**config.mk**
```make
export PLATFORM = sky130hd
export DESIGN_NAME = serial_pattern_gen
export DESIGN_NICKNAME = d
export VERILOG_FILES = /design/src/rtl/serial_pattern_gen.sv
export SDC_FILE = /design/constraint.sdc
export NUM_CORES = 1
export LEC_CHECK = 0
export BUFFER_PORTS_ARGS = -buffer_cell sky130_fd_sc_hd__buf_4
export CAP_MARGIN = 30
export CORE_UTILIZATION = 60
export CTS_CLUSTER_DIAMETER = 30
export DETAILED_ROUTE_END_ITERATION = 10
export GPL_ROUTABILITY_DRIVEN = 0
export PLACE_DENSITY = 0.92
export SYNTH_ARGS = -nofsm -noshare
export SYNTH_HDL_FRONTEND = slang
export SYNTH_SLANG_ARGS = --single-unit
```
**constraint.sdc**
```tcl
create_clock -name clk -period 5.2 [get_ports clk]
set_input_delay 1.56 -clock clk [delete_from_list [all_inputs] [get_ports clk]]
set_output_delay 1.56 -clock clk [all_outputs]
set_load 0.1 [all_outputs]
```
**src/rtl/serial_pattern_gen.sv**
```systemverilog
// Serial test-stream source: shifts a latched DATA_W-bit word out MSB-first, one bit per DIV clocks,
// with GAP_BITS zero bit-periods after each word; one-shot or continuous repeat.
module serial_pattern_gen #(
   parameter int unsigned DATA_W   = 16,
   parameter int unsigned DIV      = 50,
   parameter int unsigned GAP_BITS = 0
) (
   input  logic              clk,
   input  logic              rst_n,
   input  logic              start,
   input  logic              stop,
   input  logic              repeat_en,
   input  logic [DATA_W-1:0] pattern_in,
   output logic              data_out,
   output logic              bit_valid,
   output logic              busy,
   output logic              done
);

   localparam int unsigned DIV_W     = (DIV > 1) ? $clog2(DIV) : 1;
   localparam int unsigned BIT_W     = $clog2(DATA_W + GAP_BITS + 1);
   localparam int unsigned DIV_LAST  = DIV - 1;
   localparam int unsigned DATA_LAST = DATA_W - 1;
   localparam int unsigned GAP_LAST  = (GAP_BITS > 0) ? GAP_BITS - 1 : 0;

   typedef enum logic [1:0] {
      S_IDLE  = 2'd0,
      S_SHIFT = 2'd1,
      S_GAP   = 2'd2
   } state_t;

   state_t              r_state;
   logic [DATA_W-1:0]   r_shift;
   logic [DIV_W-1:0]    r_div_cnt;
   logic [BIT_W-1:0]    r_bit_cnt;
   logic                r_data_out;
   logic                r_bit_valid;
   logic                r_busy;
   logic                r_done;

   state_t              w_state_nxt;
   logic [DATA_W-1:0]   w_shift_nxt;
   logic [DIV_W-1:0]    w_div_nxt;
   logic [BIT_W-1:0]    w_bit_nxt;
   logic                w_data_nxt;
   logic                w_valid_nxt;
   logic                w_busy_nxt;
   logic                w_done_nxt;
   logic                w_load;
   logic                w_eow;
   logic                w_abort;
   logic                w_div_wrap;
   logic [DATA_W-1:0]   w_shift_sh;

   assign w_div_wrap = (r_div_cnt == DIV_W'(DIV_LAST));
   assign w_shift_sh = r_shift << 1;

   // State and datapath registers; every output comes straight from a flop
   always_ff @(posedge clk or negedge rst_n) begin
      if (!rst_n) begin
         r_state     <= S_IDLE;
         r_shift     <= '0;
         r_div_cnt   <= '0;
         r_bit_cnt   <= '0;
         r_data_out  <= 1'b0;
         r_bit_valid <= 1'b0;
         r_busy      <= 1'b0;
         r_done      <= 1'b0;
      end else begin
         r_state     <= w_state_nxt;
         r_shift     <= w_shift_nxt;
         r_div_cnt   <= w_div_nxt;
         r_bit_cnt   <= w_bit_nxt;
         r_data_out  <= w_data_nxt;
         r_bit_valid <= w_valid_nxt;
         r_busy      <= w_busy_nxt;
         r_done      <= w_done_nxt;
      end
   end

   // Next-state and next-output logic; load/end-of-word/abort resolved after the state case
   always_comb begin
      w_state_nxt = r_state;
      w_shift_nxt = r_shift;
      w_div_nxt   = r_div_cnt;
      w_bit_nxt   = r_bit_cnt;
      w_data_nxt  = r_data_out;
      w_valid_nxt = 1'b0;
      w_busy_nxt  = r_busy;
      w_done_nxt  = 1'b0;
      w_load      = 1'b0;
      w_eow       = 1'b0;
      w_abort     = 1'b0;

      case (r_state)
         S_IDLE: begin
            w_data_nxt = 1'b0;
            w_busy_nxt = 1'b0;
            if (start && !stop) begin
               w_load = 1'b1;
            end
         end

         S_SHIFT: begin
            if (stop) begin
               w_abort = 1'b1;
            end else if (w_div_wrap) begin
               w_div_nxt = '0;
               if (r_bit_cnt == BIT_W'(DATA_LAST)) begin
                  if (GAP_BITS > 0) begin
                     w_state_nxt = S_GAP;
                     w_bit_nxt   = '0;
                     w_data_nxt  = 1'b0;
                  end else begin
                     w_eow = 1'b1;
                  end
               end else begin
                  w_shift_nxt = w_shift_sh;
                  w_data_nxt  = w_shift_sh[DATA_W-1];
                  w_valid_nxt = 1'b1;
                  w_bit_nxt   = r_bit_cnt + BIT_W'(1);
               end
            end else begin
               w_div_nxt = r_div_cnt + DIV_W'(1);
            end
         end

         S_GAP: begin
            if (stop) begin
               w_abort = 1'b1;
            end else if (w_div_wrap) begin
               w_div_nxt = '0;
               if (r_bit_cnt == BIT_W'(GAP_LAST)) begin
                  w_eow = 1'b1;
               end else begin
                  w_bit_nxt = r_bit_cnt + BIT_W'(1);
               end
            end else begin
               w_div_nxt = r_div_cnt + DIV_W'(1);
            end
         end

         default: begin
            w_abort = 1'b1;
         end
      endcase

      // End of word: reload back-to-back when repeating, otherwise finish with a done pulse
      if (w_eow) begin
         if (repeat_en) begin
            w_load = 1'b1;
         end else begin
            w_state_nxt = S_IDLE;
            w_done_nxt  = 1'b1;
            w_busy_nxt  = 1'b0;
            w_data_nxt  = 1'b0;
            w_bit_nxt   = '0;
            w_div_nxt   = '0;
         end
      end

      if (w_load) begin
         w_state_nxt = S_SHIFT;
         w_shift_nxt = pattern_in;
         w_data_nxt  = pattern_in[DATA_W-1];
         w_valid_nxt = 1'b1;
         w_busy_nxt  = 1'b1;
         w_div_nxt   = '0;
         w_bit_nxt   = '0;
      end

      if (w_abort) begin
         w_state_nxt = S_IDLE;
         w_shift_nxt = '0;
         w_data_nxt  = 1'b0;
         w_valid_nxt = 1'b0;
         w_busy_nxt  = 1'b0;
         w_done_nxt  = 1'b0;
         w_div_nxt   = '0;
         w_bit_nxt   = '0;
      end
   end

   assign data_out  = r_data_out;
   assign bit_valid = r_bit_valid;
   assign busy      = r_busy;
   assign done      = r_done;

endmodule

```
### After elaboration in Yosys (flattened, before gate mapping)

Cells that the tools add are included.

| operators by class | value |
|---|---|
| reductions and logical operators | 10 |
| eq/ne operators | 7 |
| muxes and demuxes | 63 |
| add/subtract/negate cells | 2 |

Operator list:

| kind | number |
|---|---|
| 2-to-1 mux 15 bit | 6 |
| 2-to-1 mux 5 bit | 10 |
| 2-to-1 mux 6 bit | 7 |
| 2-to-1 mux 1 bit | 32 |
| one-hot mux 5 bit (2 select lines) | 1 |
| nonzero test 3 bit | 3 |
| 2-to-1 mux 2 bit | 4 |
| adder 6 x 1 -> 6 bit, second input constant | 1 |
| == test 6 bit, second input constant | 1 |
| inequality test 3 x 1 -> 1 bit, second input constant | 2 |
| one-hot mux 1 bit (2 select lines) | 3 |
| adder 5 x 1 -> 5 bit, second input constant | 1 |
| == test 5 x 4 -> 1 bit, second input constant | 1 |
| logical NOT 5 bit | 1 |
| AND reduction 4 bit | 1 |
| inequality test 3 bit, second input constant | 1 |
| == test 2 x 1 -> 1 bit, second input constant | 1 |
| == test 2 bit, second input constant | 1 |
| logical NOT 2 bit | 1 |
| AND reduction 2 bit | 1 |
| OR reduction 2 bit | 1 |
| logical AND 1 bit | 1 |
| logical NOT 1 bit | 1 |

| word-level totals | value |
|---|---|
| register bits | 32 |

### Depth between registers and ports, before layout

Gate-level depths: netlist (run 1).

| depth | value |
|---|---|
| word-level depth | 9 |
| gate-level depth with buffers | 7 |

### Least setup slack after synthesis (run 1)

No wires, ideal clock.

| path | value |
|---|---|
| path kind | input-to-reg |
| from | input repeat_en |
| to | register r_shift[0] |
| data required time | 5.063 ns |
| slack | 2.540 ns |
| arrival | 2.523 ns |
| path buffers | 1 |
| stages on the path | 5 |
| cell sequence | inv_1 o41a_4 o21ai_4 buf_6 o22ai_1 |

| on the way | value |
|---|---|
| longest elaborated chain between the ends | 4 |

RTL lines:

| item | RTL line | source |
|---|---|---|
| from (decl) | 12 | `input logic repeat_en,` |
| 2-to-1 mux 1 bit (*) | 150 | `if (repeat_en) begin` |
| 2-to-1 mux 1 bit (*) | 149 | `if (w_eow) begin` |
| inequality test 3 bit (no line), or another cell as far along | - |  |
| AND reduction 4 bit (no line) / 2-to-1 mux 15 bit (equally long branches) | - |  |
| to (signal assigned) | 71 | `r_shift <= w_shift_nxt;` |
| to (decl) | 33 | `logic [DATA_W-1:0] r_shift;` |

Mark *: on every way between the ends. The rest lies on a longest branch, timed or not.
A chain may end at the register's enable or synchronous reset.

### Worst setup path after layout (run 1)

| path | value |
|---|---|
| from | input start |
| to | register r_shift[0] |

| on the way | value |
|---|---|
| longest elaborated chain between the ends | 7 |

RTL lines:

| item | RTL line | source |
|---|---|---|
| from (decl) | 10 | `input logic start,` |
| logical AND 1 bit (*) | 99 | `if (start && !stop) begin` |
| 2-to-1 mux 1 bit (*) | 99 |  |
| 2-to-1 mux 1 bit (*) | 95 | `case (r_state)` |
| 2-to-1 mux 1 bit | 150 |  |
| 2-to-1 mux 1 bit (*) | 149 |  |
| inequality test 3 bit (no line), or another cell as far along | - |  |
| AND reduction 4 bit (no line) / 2-to-1 mux 15 bit (equally long branches) | - |  |

Marks and branches as above.

==> results of run 1 <==
## per-stage QoR
stage          hold WS [ns]  instance area, um^2  total power, uW
5_1_grt               0.564                 1930              614
4_1_cts               0.537                 1930              590
3_5_place_dp          0.515                 1870              430
3_3_place_gp          0.507                 1870              423
2_1_floorplan         0.486                 1690              394
6_report              0.535                 1930              589
## Yosys cell counts, types with 2 or more instances
| library cell | number |
|---|---|
| dfrtp_1 | 31 |
| o21ai_0 | 3 |
| mux2i_1 | 2 |
| nand4b_4 | 2 |
| nor2b_1 | 3 |
| clkbuf_1 | 5 |
| o22ai_1 | 16 |
| o211ai_1 | 14 |
| nand4_1 | 5 |
| xor2_1 | 3 |
| a2bb2oi_1 | 5 |
| nor4_1 | 2 |
| and4_1 | 2 |
| ha_1 | 3 |
| inv_1 | 7 |
| a2bb2oi_2 | 9 |
| nor2_1 | 7 |
| xnor2_1 | 2 |
| buf_2 | 3 |
| nand2_1 | 10 |
| nand2b_1 | 2 |
| nor3_1 | 2 |
| a21oi_1 | 2 |
## worst max-delay path by stage
stage,end,slack (ns),start,cells past startpoint
after global placement,r_shift[0],1.99,stop,5
final,r_shift[0],2.26,start,4
after floorplan,r_shift[0],2.54,repeat_en,5
after CTS,r_shift[1],2.31,stop,5
after detailed placement,r_shift[1],1.96,stop,5
after global routing,r_shift[0],2.16,stop,5
## routing by layer
metal | vias up | GRT usage [%] | wire length, um
met2 | 46 | 45.0 | 1730
met4 | 0 | 13.8 | 76
met5 | - | 0 | 0
li1 | 629 | - | -
met3 | 10 | 6.28 | 164
met1 | 656 | 30.7 | 1450
## power breakdown
part / internal, uW / switching, uW / total [uW]
combinational: 65.5 / 64.5 / 130
sequential: 271 / 24.7 / 296
clock: 79.5 / 83.2 / 163
## cell families (layout without fill, tap and decap cells)
family / after synthesis / in the layout / synth area share, %
AOI/OAI and AO/OA: 55 / 55 / 28.3
xor gates and xnor gates: 5 / 5 / 2.59
adders and majority gates: 3 / 3 / 2.22
buffers and inverters: 16 / 39 / 4.21
DFF: 31 / 31 / 45.8
muxes: 2 / 2 / 1.18
and+or+nand+nor: 40 / 40 / 15.7
## cells in the final DEF (no fill, tap or decap), drive strengths merged
cell type / n
nor2b: 3
o22ai: 16
o311ai: 1
mux2i: 2
clkbuf: 8
xor2: 3
o21ai: 4
and4: 2
nand4: 5
o31ai: 1
nor3: 2
and3: 1
a2bb2oi: 14
o211ai: 14
xnor2: 2
nand4b: 2
buf: 24
o41a: 1
and4b: 1
a21oi: 3
dfrtp: 31
and3b: 1
ha: 3
inv: 7
a21boi: 1
nand2b: 2
nand3: 1
nand2: 10
nor2: 7
nor4: 3
## flip-flops by register name, summed over array words and instances, names as in the netlist
signal	flops
done	1
r_bit_cnt	5
bit_valid	1
r_div_cnt	6
r_shift	15
data_out	1
busy	1
r_state	1
## area by class of cell
type / count / area share [%]
clock buffer: 8 / 3.56
inverter: 7 / 1.36
multi-input combinational: 105 / 43.7
sequential: 31 / 40.1
tap: 30 / 1.94
timing repair buffer: 24 / 9.31
## worst max-delay path, delay by kind of cell
kind / cells / cell delay [ns]
AND/OR/NAND/NOR: 1 / 0.78
AO/OA/AOI/OAI: 2 / 0.75
buffers and inverters: 1 / 0.09
==> summary.txt, run 1 <==
Run status
  • Status: finished clean

STA
  • Final worst path period share: 56.5%
  • Final hold vios: 0
  • Setup Skew: 0.0107 ns
  • Final Max Tran Viols: 0
  • Final Setup Violations: 0
  • Relative slew slack: 33.2%
  • RSZ-0062 raised after global routing: no
  • Setup TNS: 0 ns
  • Worst setup margin: 2.26 ns
  • Max Fclk: 341 MHz
  • Worst slew pin tran: 1.00 ns
  • Final min period: 2.94 ns

Clocking
  • Hold Buf Count CTS: 0
  • Clock root cell: clkbuf_4
  • Clk sinks: 31
  • Total CTS buffers: 5
  • CTS tree: built
  • Clk buf depth: 2
  • Postcts setup bufs: 0
  • Post-CTS Resized: 0
  • CTS H-Tree Depth: 2
  • Clock Latency Late Sink: 0.34 ns
  • Worst-path clk slew: 0.09 ns

Pwr
  • LEAKAGE: 0.000901 uW
  • PwrDens: 304 nW/um^2
  • Maximum VDD drop: 260 uV

Yosys
  • Post-synth cell types: 35
  • Mapped Nets: 176
  • Sequential share of the synthesized area: 45.8%
  • Synth Register Bits: 31
  • EDFF count, synth: 0
  • Syn_area_per_cell: 11.1 um^2
  • Mapped Cells: 152
  • Fraction of registers with async set/reset: 100%
  • Synth Flop Type: dfrtp_1
  • Top cells by area, synth: dfrtp_1 46%, a2bb2oi_2 8.0%, o211ai_1 6.2%, o22ai_1 5.9%, nand4b_4 2.8%
  • Synth top area share: 45.8%
  • Synthesized area: 1690 um^2
  • Synth area leader: dfrtp_1
  • Synth warn: 0

Worst setup path
  • CP Class: in2reg
  • Worst Reg-to-Reg Cells: 5
  • Critical path arrival: 3.18 ns
  • Nature of the critical path endpoint: register
  • CP max stage delay: 0.78 ns
  • Startpoint type of the worst setup path: input port
  • Worst Path Required: 5.45 ns
  • Critical Path Slowest Stage Cell: nor2b_1
  • Crit-path max FO: 15
  • Reg-to-reg critical path endpoint: r_shift[0]
  • Reg2reg start: r_bit_cnt[0]
  • R2r setup slk: 2.86 ns
  • Cell Chain, Critical Path: buf_4, nor2b_1, o21ai_0, o22ai_1

Cells and area
  • Final core occ: 75.3%
  • Storage element area: 776 um^2
  • Fillers: 187
  • Final nets: 198
  • Fin cells: 205
  • Multi-input logic area: 846 um^2
  • Antenna fix cells: 0
  • Layout cells sized above 1: 26.3%
  • Area Growth Syn to Fin: 14.3%

Die
  • Cell Rows: 18
  • Die Width: 55.1 um
  • Core ar.: 2570 um^2
  • Initial core utilization: 65.9%
  • Die H: 55.1 um
  • IO Pins: 25
  • Full die area: 3040 um^2

Global routing
  • All-Layer GR Usage: 26.4%
  • Vias in the first global route: 1275
  • Total gr overflow: 0
  • Initial antenna violation count: 0
  • First-pass GRT wire length: 5570 um
  • Largest net degree at the start of global routing: 32

Drt
  • Wire length after detailed routing: 3420 um
  • DR vias: 1341
  • Vias per Instance: 6.54
  • Post-route ant nets: 0
  • DR pass1 iterations: 6
  • # DRC: 0
  • Drt first-iter violations: 45
  • Wirelength per Cell: 16.7 um

Place
  • Port bufs: 24
  • Placed insts: 197
  • HPWL Detailed: 2420 um
  • Pre-CTS setup slack: 1.96 ns

Min path
  • Hold path endpoint: r_shift[6]
  • Hold Path Class: reg2reg
  • Hold path depth: 1
  • Min-delay src: r_shift[6]

Job
  • Max-Cap Viols: 0
Note: power is estimated with default switching activity, not from simulation.
==> run 2: changes to the inputs <==
--- a/config.mk
+++ b/config.mk
@@ -5,13 +5,14 @@
 export SDC_FILE = /design/constraint.sdc
 export NUM_CORES = 1
 export LEC_CHECK = 0
+export ABC_AREA = 1
 export BUFFER_PORTS_ARGS = -buffer_cell sky130_fd_sc_hd__buf_4
 export CAP_MARGIN = 30
-export CORE_UTILIZATION = 60
+export CORE_UTILIZATION = 56
 export CTS_CLUSTER_DIAMETER = 30
 export DETAILED_ROUTE_END_ITERATION = 10
 export GPL_ROUTABILITY_DRIVEN = 0
-export PLACE_DENSITY = 0.92
+export PLACE_DENSITY = 0.87
 export SYNTH_ARGS = -nofsm -noshare
 export SYNTH_HDL_FRONTEND = slang
 export SYNTH_SLANG_ARGS = --single-unit
==> constraint.sdc (replaced) <==
create_clock -name clk -period 2.9 [get_ports clk]
set_input_delay 0.87 -clock clk [delete_from_list [all_inputs] [get_ports clk]]
set_output_delay 0.87 -clock clk [all_outputs]
set_load 0.1 [all_outputs]
==> summary.txt, run 2 <==
Drt
  • DR vias: 1508 (+12%)
  • Drt first-iter violations: 73 (+62%)
  • # DRC: 4 (+4)
  • Wirelength per Cell: 13.0 um (-22%)
  • Post-route ant nets: 0 (unchanged)
  • Vias per Instance: 5.42 (-17%)
  • DR pass1 iterations: 7 (+1)
  • Wire length after detailed routing: 3610 um (+5.6%)

Global routing
  • Total gr overflow: 0 (unchanged)
  • Initial antenna violation count: 0 (unchanged)
  • Vias in the first global route: 1379 (+8.2%)
  • Largest net degree at the start of global routing: 33 (+3.1%)
  • First-pass GRT wire length: 6020 um (+8.0%)
  • All-Layer GR Usage: 24.2% (-2.2 points)

STA
  • Hold slack: 0.446 ns (-0.0898 ns)
  • Setup Skew: 0.00934 ns (-0.00136 ns)
  • Worst setup margin: 0.757 ns (-1.51 ns)
  • Max Fclk: 467 MHz
  • Final hold vios: 0 (unchanged)
  • Relative slew slack: 61.5% (+28 points)
  • Final Max Tran Viols: 0 (unchanged)
  • Final min period: 2.14 ns
  • Final worst path period share: 73.9%
  • RSZ-0062 raised after global routing: no
  • Setup TNS: 0 ns (unchanged)
  • Final Setup Violations: 0 (unchanged)
  • Worst slew pin tran: 0.576 ns (-0.424 ns)

Cells and area
  • Commonest non-fill, non-tap cell in the layout: nand2_1
  • Final nets: 270 (+36%)
  • Antenna fix cells: 0 (unchanged)
  • Area Growth Syn to Fin: 13.1%
  • Layout cells sized above 1: 16.6% (-9.7 points)
  • Max reg flops: 15 (unchanged)
  • Fin cells: 278 (+36%)
  • Reg with most FFs: r_shift
  • Most frequent cells in the layout: 83 x nand2_1, 38 x nand3_1, 31 x dfrtp_1
  • Biggest regs: r_shift (15), r_div_cnt (6), r_bit_cnt (5)

Die
  • Core ar.: 2830 um^2 (+10%)
  • Full die area: 3300 um^2 (+8.8%)
  • Cell Rows: 19 (+1)
  • Die Width: 57.5 um (+4.3%)
  • Initial core utilization: 60.9% (-5.0 points)
  • Die H: 57.5 um (+4.3%)
  • IO Pins: 25 (unchanged)

Yosys
  • Syn_area_per_cell: 7.77 um^2 (-30%)
  • Synth Register Bits: 31 (unchanged)
  • Post-synth cell types: 27 (-23%)
  • Synth Flop Type: dfrtp_1
  • Synth warn: 0 (unchanged)
  • Mapped Cells: 222 (+46%)
  • Sequential share of the synthesized area: 45.0% (-0.83 points)
  • Synthesized area: 1720 um^2 (+1.8%)
  • Top cells by area, synth: dfrtp_1 45%, nand2_1 18%, nand3_1 11%, nor2_1 3.5%, inv_1 2.6%
  • Synth area leader: dfrtp_1
  • Top-count cell post-synth: nand2_1
  • Mapped Nets: 246 (+40%)
  • EDFF count, synth: 0 (unchanged)
  • Synth top area share: 45.0% (-0.83 points)
  • Most instantiated cells after synthesis: 83 x nand2_1, 38 x nand3_1, 31 x dfrtp_1, 16 x nor2_1, 12 x inv_1
  • Fraction of registers with async set/reset: 100% (unchanged)

Place
  • HPWL Detailed: 2480 um (+2.8%)
  • Port bufs: 24 (unchanged)
  • Pre-CTS setup slack: 0.637 ns (-1.32 ns)
  • Placed insts: 270 (+37%)

Run status
  • Failing checks: DRC
  • Status: complete, but fails checks

Worst setup path
  • Worst Reg-to-Reg Cells: 8 (+3)
  • CP Class: reg2reg
  • Nature of the critical path endpoint: register
  • Crit-path max FO: 32 (+17)
  • Startpoint type of the worst setup path: register
  • Critical path arrival: 2.37 ns (-0.81 ns)
  • Worst Path Required: 3.13 ns (-2.32 ns)
  • Reg2reg start: r_bit_cnt[0]
  • R2r setup slk: 0.76 ns (-2.10 ns)
  • Reg-to-reg critical path endpoint: r_shift[3]

Clocking
  • Hold Buf Count CTS: 0 (unchanged)
  • CTS H-Tree Depth: 2 (unchanged)
  • Clk sinks: 31 (unchanged)
  • Clk buf depth: 2 (unchanged)
  • Clock Latency Late Sink: 0.34 ns (about the same)
  • Clock root cell: clkbuf_4
  • Worst-path clk slew: 0.10 ns (about the same)
  • Post-CTS Resized: 0 (unchanged)
  • Total CTS buffers: 5 (unchanged)
  • CTS tree: built
  • Postcts setup bufs: 0 (unchanged)

Min path
  • Hold Path Class: in2async

Pwr
  • Maximum VDD drop: 465 uV (+79%)
  • Pwr Total: 1410 uW (+140%)
  • PwrDens: 722 nW/um^2 (+140%)
  • LEAKAGE: 0.00105 uW (+17%)

Job
  • Max-Cap Viols: 0 (unchanged)
## run 2: changes by cell type after synthesis, sizes merged, moves of 3 or more
cell     before  now
nand4         5    2
inv           7   13
nor4          3    0
nand2        10   86
a21oi         3    6
nor2          7   18
o211ai       14    0
nand3         1   40
o22ai        16    0
nor2b         3    0
a2bb2oi      14    0
clkbuf        5    1
## run 2: through the flow
stage | utilization [%] | instance area [um^2]
6_report | 68.9 | 1950
2_1_floorplan | - | 1720
4_1_cts | 68.9 | 1950
3_5_place_dp | 67.1 | 1900
5_1_grt | 68.9 | 1950
3_3_place_gp | 67.1 | 1900
## run 2: area by class of cell
| class | count | area [um^2] |
|---|---|---|
| clock buffers | 7 | 45.0 |
| clock inverters | 1 | 5.00 |
| inverters | 13 | 48.8 |
| fillers | 231 | 880 |
| multi-input cells | 171 | 856 |
| repair buffers | 24 | 180 |
| well taps | 31 | 38.8 |
| flip-flops and latches | 31 | 776 |
## run 2: routing by layer
metal,GRT usage [%],up-vias,share of wire (%)
li1,-,774,-
met1,31.3,677,46
met2,36.7,51,46
met3,8.39,6,7.1
met4,10.8,0,1.2
met5,0,-,0
## run 2: worst max-delay path, cell delays in order (launching register included)
cell and delay [ns]:
dfrtp_1 0.40, ha_1 0.23, nand4_1 0.27, nor2_1 0.20
nand3b_1 0.18, nand2_4 0.31, nand2_2 0.25, nand2_1 0.14
nand2_1 0.06
## run 2: worst max path at each step
| stage | cells after the start | to | from |
|---|---|---|---|
| finish | 8 | r_shift[3] | r_bit_cnt[0] |
| global route | 8 | r_shift[3] | r_bit_cnt[0] |
| CTS | 8 | r_shift[3] | r_bit_cnt[0] |
| detailed placement | 8 | r_shift[3] | stop |
| global placement | 8 | r_shift[10] | stop |
| floorplan | 9 | r_shift[1] | stop |
## run 2: cell families (layout without fill, tap and decap cells)
group           Yosys count  in the layout  share of synthesized area, %
buf+inv                  20             45                          5.37
simple gates            151            151                          40.9
flops                    31             31                          45.0
fa+ha+maj                 3              3                          2.18
xor+xnor                  4              4                          2.03
compound gates           13             13                          4.50
## run 2: report_power, final
part / total [uW] / internal [uW] / switching (uW) / leakage [uW]
combinational: 510 / 170 / 340 / 0.000606
sequential: 650 / 554 / 96.2 / 0.000416
clock: 247 / 94.4 / 152 / 0.0000293
total: 1410 / 818 / 589 / 0.00105
==> run 3: changes to the inputs <==
--- a/config.mk
+++ b/config.mk
@@ -8,11 +8,11 @@
 export ABC_AREA = 1
 export BUFFER_PORTS_ARGS = -buffer_cell sky130_fd_sc_hd__buf_4
 export CAP_MARGIN = 30
-export CORE_UTILIZATION = 56
+export CORE_UTILIZATION = 51
 export CTS_CLUSTER_DIAMETER = 30
 export DETAILED_ROUTE_END_ITERATION = 10
 export GPL_ROUTABILITY_DRIVEN = 0
-export PLACE_DENSITY = 0.87
+export PLACE_DENSITY = 0.84
 export SYNTH_ARGS = -nofsm -noshare
 export SYNTH_HDL_FRONTEND = slang
 export SYNTH_SLANG_ARGS = --single-unit
==> constraint.sdc (replaced) <==
create_clock -name clk -period 1.75 [get_ports clk]
set_input_delay 0.525 -clock clk [delete_from_list [all_inputs] [get_ports clk]]
set_output_delay 0.525 -clock clk [all_outputs]
set_load 0.1 [all_outputs]
==> summary.txt, run 3 (synthesis results as in run 2) <==
STA
  • RSZ-0062 raised after global routing: yes
  • Worst slew pin tran: 0.401 ns (-0.176 ns)
  • Final worst path period share: 97.4% (+24 points)
  • Relative slew slack: 73.3% (+12 points)
  • Final Max Tran Viols: 0 (unchanged)
  • Final hold vios: 0 (unchanged)
  • Hold slack: 0.0810 ns (-0.365 ns)
  • Setup TNS: 0 ns (unchanged)
  • Max Fclk: 587 MHz (+26%)
  • Final min period: 1.71 ns (-0.438 ns)
  • Setup Skew: 0.0165 ns (+0.00715 ns)
  • Final Setup Violations: 0 (unchanged)

Clocking
  • Worst-path clk slew: 0.12 ns (+0.02 ns)
  • Clock root cell: clkbuf_4
  • Clk sinks: 31 (unchanged)
  • Total CTS buffers: 5 (unchanged)
  • CTS tree: built
  • CTS H-Tree Depth: 2 (unchanged)
  • Clock Latency Late Sink: 0.35 ns (about the same)
  • Clk buf depth: 2 (unchanged)

Place
  • Post-DP Area: 2020 um^2 (+6.5%)
  • Port bufs: 24 (unchanged)
  • HPWL Detailed: 2730 um (+9.9%)

Drt
  • DR vias: 1654 (+9.7%)
  • Drt first-iter violations: 132 (+81%)
  • Post-route ant nets: 0 (unchanged)
  • Vias per Instance: 5.41 (-0.35%)
  • DR pass1 iterations: 4 (-3)
  • Wirelength per Cell: 14.0 um (+7.7%)
  • Wire length after detailed routing: 4280 um (+19%)
  • # DRC: 0 (-4)

Cells and area
  • Layout cells sized above 1: 24.4% (+7.8 points)
  • Storage element area: 777 um^2 (+0.16%)
  • Biggest regs: r_shift (15), r_div_cnt (6), r_bit_cnt (5)
  • Most frequent cells in the layout: 82 x nand2_1, 38 x nand3_1, 34 x buf_4
  • Multi-input logic area: 883 um^2 (+3.2%)
  • Area Growth Syn to Fin: 27.6%
  • Reg with most FFs: r_shift
  • Final core occ: 70.4% (+1.5 points)
  • Final instance area: 2200 um^2 (+13%)
  • Max reg flops: 15 (unchanged)
  • Antenna fix cells: 0 (unchanged)
  • Commonest non-fill, non-tap cell in the layout: nand2_1
  • Fillers: 238 (+3.0%)
  • Final nets: 285 (+5.6%)

Pwr
  • Maximum VDD drop: 619 uV (+33%)
  • Pwr Total: 2760 uW (+96%)
  • PwrDens: 1250 nW/um^2 (+74%)
  • LEAKAGE: 0.00116 uW (+11%)

Global routing
  • Initial antenna violation count: 0 (unchanged)
  • All-Layer GR Usage: 25.2% (+1.0 points)
  • Total gr overflow: 0 (unchanged)
  • Vias in the first global route: 1438 (+4.3%)
  • First-pass GRT wire length: 6600 um (+9.8%)
  • Largest net degree at the start of global routing: 32 (-3.0%)

Worst setup path
  • Critical path arrival: 1.99 ns (-0.38 ns)
  • Worst Reg-to-Reg Cells: 12 (+4)
  • CP Class: reg2reg
  • Crit-path max FO: 7 (-78%)
  • Startpoint type of the worst setup path: register
  • Worst Path Required: 2.04 ns (-1.09 ns)
  • Nature of the critical path endpoint: register

Die
  • Die Width: 60.1 um (+4.6%)
  • Cell Rows: 20 (+1)
  • IO Pins: 25 (unchanged)
  • Initial core utilization: 55.1% (-5.8 points)
  • Die H: 60.1 um (+4.6%)
  • Full die area: 3620 um^2 (+9.5%)
  • Core ar.: 3130 um^2 (+11%)

Min path
  • Hold Path Class: in2async

Job
  • Max-Cap Viols: 0 (unchanged)

Run status
  • Status: finished clean
run 3: changes by cell type in the layout (fill, tap and decap cells not counted), sizes merged:
cell	previous run	this run
buf	24	38
bufinv	0	1
run 3: repair_timing:
action	4_1_cts	5_1_grt
endpoints found under the setup margin	1	17
gates cloned	0	1
resized for setup	2	10
pin swaps	0	3
buffers inserted	0	3
hold buffers	0	0
run 3: final cells by class:
cell class	count	share of cell area, %
repair buffers	39	15.9
multi-input cells	171	40.1
clock inverters	2	1.59
clock buffers	6	2.33
well taps	44	2.50
flip-flops and latches	31	35.3
inverters	13	2.22
run 3: stage by stage:
| stage | cells | setup WS [ns] |
|---|---|---|
| after floorplan | 222 | 0.151 |
| final | 306 | 0.0450 |
| after global routing | 306 | -0.0883 |
| after detailed placement | 294 | 0.0202 |
| after CTS | 302 | -0.000902 |
| after global placement | 294 | 0.0814 |
run 3: final timing paths:
kind | from | to | slack (ns)
worst max register to register | r_div_cnt[1] | r_shift[1] | 0.04
worst min register to register | r_shift[9] | r_shift[9] | 0.52
worst max-delay path | r_div_cnt[1] | r_shift[1] | 0.04
min in group clk | pattern_in[0] | r_shift[0] | 0.36
max in group asynchronous | rst_n | r_state[0] | 1.35
worst min-delay path | rst_n | r_shift[14] | 0.08
run 3: power by group:
part	total, uW	internal [uW]	switching [uW]
logic	1080	436	643
clock network	610	337	273
registers	1070	920	151
run 3: worst max-delay path: stages, from the launching register on:
cell and delay (ns):
dfrtp_1 0.41, inv_1 0.06, ha_1 0.15, nand2_1 0.06, nor2_2 0.10, nand2_2 0.09, nor2_2 0.10, nand3b_1 0.15
nand2_4 0.14, buf_4 0.13, clkbuf_16 0.13, nand3_1 0.06, nand2_1 0.08
run 3: layer usage:
metal	up-vias	GRT usage [%]	routed length, um
met4	0	13.0	156
met2	58	38.3	2030
li1	798	-	-
met5	-	0	0
met3	23	7.14	204
met1	775	32.5	1890
